## config.mk

```make
export PLATFORM = sky130hd
export DESIGN_NAME = dds_phase_reader
export DESIGN_NICKNAME = d
export VERILOG_FILES = /design/src/rtl/dds_phase_reader.sv
export SDC_FILE = /design/constraint.sdc
export NUM_CORES = 1
export LEC_CHECK = 0
export CAP_MARGIN = 40
export CORE_MARGIN = 2
export CORE_UTILIZATION = 50
export DETAILED_ROUTE_END_ITERATION = 8
export GPL_ROUTABILITY_DRIVEN = 0
export PLACE_DENSITY_LB_ADDON = 0.05
export SYNTH_ARGS = -nofsm -noshare
export SYNTH_HDL_FRONTEND = slang
export SYNTH_SLANG_ARGS = --single-unit
```

## constraint.sdc

```tcl
create_clock -name clk -period 7.8 [get_ports clk]
set_input_delay 0.78 -clock clk [delete_from_list [all_inputs] [get_ports clk]]
set_output_delay 0.78 -clock clk [all_outputs]
set_load 0.005 [all_outputs]
```

## src/rtl/dds_phase_reader.sv

```systemverilog
// dds_phase_reader
//   Sample engine for a DDS waveform generator. A prescaler produces one
//   tick every SAMPLE_DIV clocks; on each tick the phase accumulator advances
//   by the tuning word and its top 10 bits are registered onto rom_addr.
//   One cycle later (FETCH) the combinational sine ROM output, or a waveform
//   derived from the address, is registered onto sample with a one-cycle
//   sample_valid strobe.
//
//   Build option: define DDS_WAVE_SEL_EN to build the square / sawtooth /
//   triangle mux selected by wave_sel. Without it wave_sel is ignored and
//   sample always carries rom_data.
//
// Parameters
//   ACC_W       phase accumulator width (>= 10)
//   SAMPLE_DIV  clk cycles per sample period (>= 2)
//
// Ports
//   clk           system clock, rising edge
//   rst           asynchronous active-high reset
//   en            run enable for the sample prescaler
//   tw_load       load tw_in into the tuning-word register
//   tw_in         tuning word (phase increment per sample)
//   phase_clr     synchronous clear of phase, prescaler and in-flight fetch
//   wave_sel      0 sine, 1 square, 2 sawtooth, 3 triangle
//   rom_addr      registered sine ROM address
//   rom_data      sine ROM data, combinational from rom_addr
//   sample        registered output sample (unsigned)
//   sample_valid  one-cycle pulse when sample updates
//   wrap          high during the FETCH cycle of a sample whose add overflowed
module dds_phase_reader #(
  parameter int ACC_W      = 24,
  parameter int SAMPLE_DIV = 1000
) (
  input  logic             clk,
  input  logic             rst,
  input  logic             en,
  input  logic             tw_load,
  input  logic [ACC_W-1:0] tw_in,
  input  logic             phase_clr,
  input  logic [1:0]       wave_sel,
  output logic [9:0]       rom_addr,
  input  logic [9:0]       rom_data,
  output logic [9:0]       sample,
  output logic             sample_valid,
  output logic             wrap
);

  localparam int CNT_W = (SAMPLE_DIV > 2) ? $clog2(SAMPLE_DIV) : 1;
  localparam logic [CNT_W-1:0] CNT_MAX = CNT_W'(SAMPLE_DIV - 1);

  typedef enum logic {
    IDLE  = 1'b0,
    FETCH = 1'b1
  } state_t;

  state_t           state;
  logic [ACC_W-1:0] acc;
  logic [ACC_W-1:0] tw;
  logic [CNT_W-1:0] div_cnt;
  logic             tick;
  logic [ACC_W:0]   acc_sum;
  logic [9:0]       wave;

  assign tick    = en & (div_cnt == CNT_MAX);
  // One extra bit on the add so the carry out becomes the wrap flag.
  assign acc_sum = {1'b0, acc} + {1'b0, tw};

`ifdef DDS_WAVE_SEL_EN
  always_comb begin
    wave = rom_data;
    case (wave_sel)
      2'd0: wave = rom_data;
      2'd1: wave = rom_addr[9] ? 10'h3FF : 10'h000;
      2'd2: wave = rom_addr;
      // Rising ramp over the first half-cycle, mirrored over the second.
      2'd3: wave = rom_addr[9] ? ~{rom_addr[8:0], 1'b0} : {rom_addr[8:0], 1'b0};
      default: wave = rom_data;
    endcase
  end
`else
  logic unused_wave_sel;
  assign unused_wave_sel = ^wave_sel;
  assign wave            = rom_data;
`endif

  // Sample prescaler: free-runs while en is high, holds while it is low.
  always_ff @(posedge clk or posedge rst) begin
    if (rst) begin
      div_cnt <= '0;
    end else if (phase_clr) begin
      div_cnt <= '0;
    end else if (en) begin
      div_cnt <= (div_cnt == CNT_MAX) ? '0 : div_cnt + CNT_W'(1);
    end
  end

  // Tuning word. A load coinciding with a tick takes effect after it, so
  // that tick still steps by the old value.
  always_ff @(posedge clk or posedge rst) begin
    if (rst) begin
      tw <= '0;
    end else if (tw_load) begin
      tw <= tw_in;
    end
  end

  // Accumulate on tick (IDLE), then capture the ROM word one full cycle
  // after the address changed (FETCH).
  always_ff @(posedge clk or posedge rst) begin
    if (rst) begin
      state        <= IDLE;
      acc          <= '0;
      rom_addr     <= '0;
      sample       <= '0;
      sample_valid <= 1'b0;
      wrap         <= 1'b0;
    end else begin
      sample_valid <= 1'b0;
      if (phase_clr) begin
        // Aborts any fetch in flight; sample keeps its last value.
        state    <= IDLE;
        acc      <= '0;
        rom_addr <= '0;
        wrap     <= 1'b0;
      end else begin
        case (state)
          IDLE: begin
            if (tick) begin
              acc      <= acc_sum[ACC_W-1:0];
              wrap     <= acc_sum[ACC_W];
              rom_addr <= acc_sum[ACC_W-1 -: 10];
              state    <= FETCH;
            end
          end
          FETCH: begin
            sample       <= wave;
            sample_valid <= 1'b1;
            wrap         <= 1'b0;
            state        <= IDLE;
          end
        endcase
      end
    end
  end

endmodule

```

==> results of run 1 <==
==> power breakdown <==
| part | internal [W] | leakage (nW) | switching [W] |
|---|---|---|---|
| logic | 0.0000506 | 1.13 | 0.0000452 |
| registers | 0.000381 | 0.936 | 0.00000869 |
| clock network | 0.000178 | 0.105 | 0.000142 |
| total | 0.000610 | 2.17 | 0.000195 |
==> state kept, by name (all words and copies together), names as in the netlist <==
name / count
rom_addr: 9
acc: 15
state: 1
tw: 24
div_cnt: 10
sample: 10
sample_valid: 1
wrap: 1
==> worst max-delay path: stages (launching register included) <==
cell	delay, ps
dfrtp_1	390
ha_1	240
fa_1	410
a21o_2	220
a221o_1	380
a31oi_2	240
a21o_1	250
o21ba_2	220
o2111ai_1	130
and3_1	200
==> worst max path at each step <==
stage | startpoint | to | slack (ps) | cells after the start
after global placement | en | acc[8] | 4770 | 7
after global routing | acc[0] | wrap | 4890 | 9
final | acc[0] | wrap | 5010 | 9
after detailed placement | phase_clr | rom_addr[1] | 4900 | 6
after floorplan | rst | acc[0] | 5220 | 1
after CTS | acc[0] | wrap | 5010 | 9
==> cell type report <==
class	instances	area (um^2)	area share, %
flip-flops and latches	71	1780	36.9
clock buffers	9	124	2.57
inverters	6	22.5	0.468
clock inverters	6	86.3	1.79
multi-input cells	272	2010	41.8
repair buffers	66	666	13.8
well taps	102	128	2.65
==> cell usage in the layout (no fill, tap or decap), types with 3 or more instances in the layout <==
cell type,instances
a21oi_1,21
ha_1,25
buf_4,5
nand2b_1,3
dfrtp_1,71
a22o_1,3
nor3_1,4
clkbuf_8,9
nor2_1,19
a21o_1,7
o21ai_0,28
and3_1,4
mux2_2,34
inv_1,5
nand2_1,35
xor2_1,15
o2111ai_1,3
xnor2_1,13
clkdlybuf4s50_1,60
nand3_1,9
nand4_1,4
==> cell families after synthesis <==
logic type      after synthesis  share of synthesized area (%)
compound gates               87                           14.4
xor+xnor                     28                           6.16
buf+inv                      28                           4.75
fa+ha+maj                    26                           8.36
flops                        71                           44.7
simple gates                 95                           11.5
mux                          36                           10.1
==> layer usage <==
metal  wire length (um)  up-vias
met5                  0        -
met4                119        0
met3                257       10
met2               3700       51
met1               3660     1392
li1                   -     1433
==> per-stage QoR <==
| step | hold WS [ps] | util [%] | worst slack, ps | total power (W) |
|---|---|---|---|---|
| floorplan | 455 | - | 5220 | 0.000462 |
| global placement | 471 | 59.1 | 4770 | 0.000489 |
| detailed placement | 478 | 59.6 | 4900 | 0.000494 |
| CTS | 495 | 62.3 | 5010 | 0.000814 |
| global route | 521 | 62.3 | 4890 | 0.000843 |
| finish | 489 | 62.3 | 5010 | 0.000805 |
==> run summary, run 1 <==
Antenna diodes: 0
CP Class: reg -> reg
Syn. warnings: 0
Final Hold Viols: 0
Avg Synthesized Cell Area: 10.7 um^2
GRT overflow: 0
area share of the largest cell type after synthesis: 44.7%
Post-synth EDFFs: 0
Hold Path End: acc[10]
Pwr Density: 167 nW/um^2
die area: 8690 um^2
Initial DRC Count: 52
count leader, synth: dfrtp_1
hold depth: 2
CTS sink count: 71
Syn Inst Count: 371
Main synth FF type: dfrtp_1
top cells by count, synth: dfrtp_1, nand2_1, mux2_2
Routed Antenna Nets: 0
Layout Skew: 10.8 ps
Post-DP Area: 4610 um^2
largest area contributor in the netlist: dfrtp_1
CTS root buffer: clkbuf_8
register area share after synthesis: 44.7%
clock buffer count from CTS: 9
DP Cell Count: 517
# nets final: 493
Leakage: 2.17 nW
Synth cell types: 58
CTS tree: yes
cts repair resizes: 0
Chip Width: 93.2 um
first-pass GRT wire length: 13200 um
critical path arrival: 3030 ps
vias in the first global route: 2834
Die Y-Extent: 93.2 um
Finished Cell Area: 4820 um^2
CP Capture Type: flip-flop
# fillers: 628
average routed wire per standard cell: 14.5 um
GRT Max-Usage Layer: met2
Initial Util: 51.5%
Tcrit/Tclk final: 35.8%
Ports: 63
core region area: 7730 um^2
Slew headroom: 56.9%
clock transition at the registers of the reported paths: 70 ps
RSZ-0062 raised after global routing: false
Setup TNS Final: 0 ps
Post-CTS Setup Repair Bufs: 0
Worst-Margin Slew: 642 ps
# DRC: 0
num rows: 32
mapped cell area: 3980 um^2
status: finished, final reports clean
vias per std cell: 5.42
GR Util All Layers: 19.3%
fraction of registers with async set/reset: 100%
largest net degree at the start of global routing: 52
Max Clk Rate: 0.359 GHz
TritonRoute pass-1 iters: 4
met2 Usage GRT: 31.1%
Final Max Slew Viols: 0
R2R depth: 9
Port-buffer cells: 60
Setup violations, final: 0
Non-Filler Instances: 532
Crit Path Max Fanout: 5
Layout Area Growth over Synthesis: 21.0%
worst endpoint required time: 8040 ps
Clock Tree Buf Depth: 2
routing usage on met3: 4.43%
wirelength, routed: 7730 um
met1 global-route usage: 24.8%
top cells by area, synth: dfrtp_1, mux2_2, ha_1
worst vdd ir: 0.121 mV
Worst Setup Start Kind: flip-flop
setup slack, reg-to-reg: 5010 ps
RR Endpoint: wrap
Synthesized Nets: 438
FF+latch count, synth: 71
initial antenna violation count: 0
cts hold-fix bufs: 0
DR vias: 2886
min-delay src: acc[10]
clock period minus worst slack: 2790 ps
share of cells above drive strength 1: 16.0%
CTS H-tree depth: 3
hold crit path type: reg -> reg
hpwl dp: 5730 um
Clk Latency, worst-skew pair: 350 ps
Max-Cap Viols: 0
worst r2r src: acc[0]
Note: power is estimated with default switching activity, not from simulation.
==> run 2: changes to the inputs <==
==> constraint.sdc (replaced) <==
create_clock -name clk -period 2.6 [get_ports clk]
set_input_delay 0.26 -clock clk [delete_from_list [all_inputs] [get_ports clk]]
set_output_delay 0.26 -clock clk [all_outputs]
set_load 0.005 [all_outputs]
==> run 2 against run 1 <==
Compared with the run above:
- clock skew down 2.2 ps
- global-route usage increased by 0.33 points
- worst setup slack got worse by 4900 ps
- worst hold slack got worse by 190 ps
- sequential share of layout area shrank 0.73 points
==> run summary, run 2 (same netlist as run 1, synthesis figures left out) <==
Ports: 63 (unchanged)
Flop pwr share: 49.7% (was 48.5%)
# DRC: 0 (unchanged)
Final Max Slew Viols: 0 (unchanged)
GR Util All Layers: 19.6% (was 19.3%)
Int Power: 0.00174 W (was 0.000610 W)
Antenna diodes: 0 (unchanged)
hold crit path type: in -> async (was reg -> reg)
core region area: 7730 um^2 (unchanged)
Reg with most FFs: tw (unchanged)
total power: 0.00236 W (was 0.000805 W)
Max-Cap Viols: 0 (unchanged)
Clk pwr share: 38.1% (was 39.6%)
wirelength, routed: 7930 um (was 7730 um)
CP Capture Type: flip-flop (unchanged)
Final Hold Viols: 0 (unchanged)
vias in the first global route: 2814 (was 2834)
Pwr Density: 480 nW/um^2 (was 167 nW/um^2)
Worst Setup Start Kind: flip-flop (unchanged)
CP cell instances: ha_2, fa_2, a21o_2, a221o_1, a31oi_2, a21o_1, o21ba_4, o2111ai_1, and3_1 (was ha_1, fa_1, a21o_2, a221o_1, a31oi_2, a21o_1, o21ba_2, o2111ai_1, and3_1)
num rows: 32 (unchanged)
vias per std cell: 5.38 (was 5.42)
clock buffer count from CTS: 9 (unchanged)
most frequent cells in the layout: dfrtp_1, clkdlybuf4s50_1, nand2_1 (unchanged)
# nets final: 506 (was 493)
RSZ-0062 raised after global routing: true (was false)
Slew headroom: 49.6% (was 56.9%)
average routed wire per standard cell: 14.5 um (about the same)
Largest register FFs: 24 (unchanged)
largest net degree at the start of global routing: 72 (was 52)
die area: 8690 um^2 (unchanged)
Clock Tree Buf Depth: 2 (unchanged)
clock transition at the registers of the reported paths: 80 ps (was 70 ps)
first-pass GRT wire length: 13300 um (was 13200 um)
clock period minus worst slack: 2500 ps (was 2790 ps)
Chip Width: 93.2 um (unchanged)
Die Y-Extent: 93.2 um (unchanged)
CP Class: reg -> reg (unchanged)
Layout Area Growth over Synthesis: 23.5% (was 21.0%)
Finished Cell Area: 4910 um^2 (was 4820 um^2)
DR vias: 2936 (was 2886)
Comb pwr share: 12.2% (was 11.9%)
Clk Latency, worst-skew pair: 350 ps (about the same)
Initial Util: 51.5% (unchanged)
critical path's slowest cell: dfrtp_1 (was fa_1)
Worst-Margin Slew: 753 ps (was 642 ps)
Setup TNS Final: 0 ps (unchanged)
hpwl dp: 5730 um (about the same)
status: finished, final reports clean (unchanged)
Sw Pwr: 0.000614 W (was 0.000195 W)
Sw Ratio: 26.0% (was 24.3%)
CTS sink count: 71 (unchanged)
share of cells above drive strength 1: 19.1% (was 16.0%)
CTS tree: yes (unchanged)
Tcrit/Tclk final: 96.0% (was 35.8%)
most common cell after layout, fill and taps aside: dfrtp_1 (unchanged)
worst endpoint required time: 2850 ps (was 8040 ps)
Largest stage delay, worst path: 390 ps (was 410 ps)
Setup violations, final: 0 (unchanged)
setup slack, reg-to-reg: 100 ps (was 5010 ps)
initial antenna violation count: 0 (unchanged)
Top Registers: tw: 24 flops, acc: 15 flops (unchanged)
Layout Skew: 8.63 ps (was 10.8 ps)
Port-buffer cells: 60 (unchanged)
worst hold slack: 294 ps (was 489 ps)
TritonRoute pass-1 iters: 4 (unchanged)
critical path arrival: 2750 ps (was 3030 ps)
GRT overflow: 0 (unchanged)
Routed Antenna Nets: 0 (unchanged)
Crit Path Max Fanout: 5 (unchanged)
worst vdd ir: 0.333 mV (was 0.121 mV)
Post-DP Area: 4650 um^2 (was 4610 um^2)
CTS H-tree depth: 3 (unchanged)
Max Clk Rate: 0.401 GHz (was 0.359 GHz)
Initial DRC Count: 117 (was 52)
CTS root buffer: clkbuf_8 (unchanged)
Leakage: 2.22 nW (was 2.17 nW)
## run 2: critical path, delay by kind of cell, from the launching register on
family,cells,cell delay (ps)
AO/OA/AOI/OAI,6,1270
AND/OR/NAND/NOR,1,190
adder cells (fa/ha/maj),2,540
flip-flops,1,390
## run 2: metal layers
layer  part of all wire, %  track usage [%]  vias to the layer above
met5                     0                0                        -
met4                   1.4             6.99                        0
met3                   3.5             4.67                        7
met2                    47             31.5                       52
met1                    48             26.0                     1423
li1                      -                -                     1454
## run 2: cell type report
| type | instances | area, um^2 |
|---|---|---|
| timing repair buffer | 79 | 759 |
| clock inverter | 6 | 70.1 |
| tap | 102 | 128 |
| fill | 649 | 2810 |
| clock buffer | 10 | 128 |
| inverter | 6 | 22.5 |
| multi-input combinational | 272 | 2030 |
| sequential | 71 | 1780 |
## run 2: worst paths after layout
check,depth (start not counted),startpoint,endpoint
setup reg to reg,9,tw[0],wrap
max in group asynchronous,3,rst,acc[7]
min in group clk,2,acc[10],acc[10]
hold / removal,3,rst,div_cnt[7]
hold reg to reg,2,acc[10],acc[10]
setup / recovery,9,tw[0],wrap
## run 2: repair_timing
action,CTS,global route
setup endpoints to repair,1,6
hold buffers,0,0
buffers inserted,3,3
gates cloned,0,0
resized for setup,2,4
hold endpoints to repair,0,0
pin swaps,3,5
## run 2: power by group through the flow
| stage | logic (W) | registers, W | clock network [W] |
|---|---|---|---|
| after floorplan | 0.000202 | 0.00118 | 0 |
| after global placement | 0.000283 | 0.00119 | 0 |
| after detailed placement | 0.000290 | 0.00119 | 0 |
| after CTS | 0.000291 | 0.00117 | 0.000925 |
| after global routing | 0.000321 | 0.00118 | 0.000984 |
| final | 0.000288 | 0.00117 | 0.000898 |
## run 2: through the flow
stage | utilization, % | instances | setup WS (ps)
floorplan | - | 371 | 88.4
global placement | 60.2 | 524 | 4.81
detailed placement | 60.2 | 524 | -39.8
CTS | 63.1 | 543 | 0.418
global route | 63.6 | 546 | -7.81
finish | 63.6 | 546 | 105
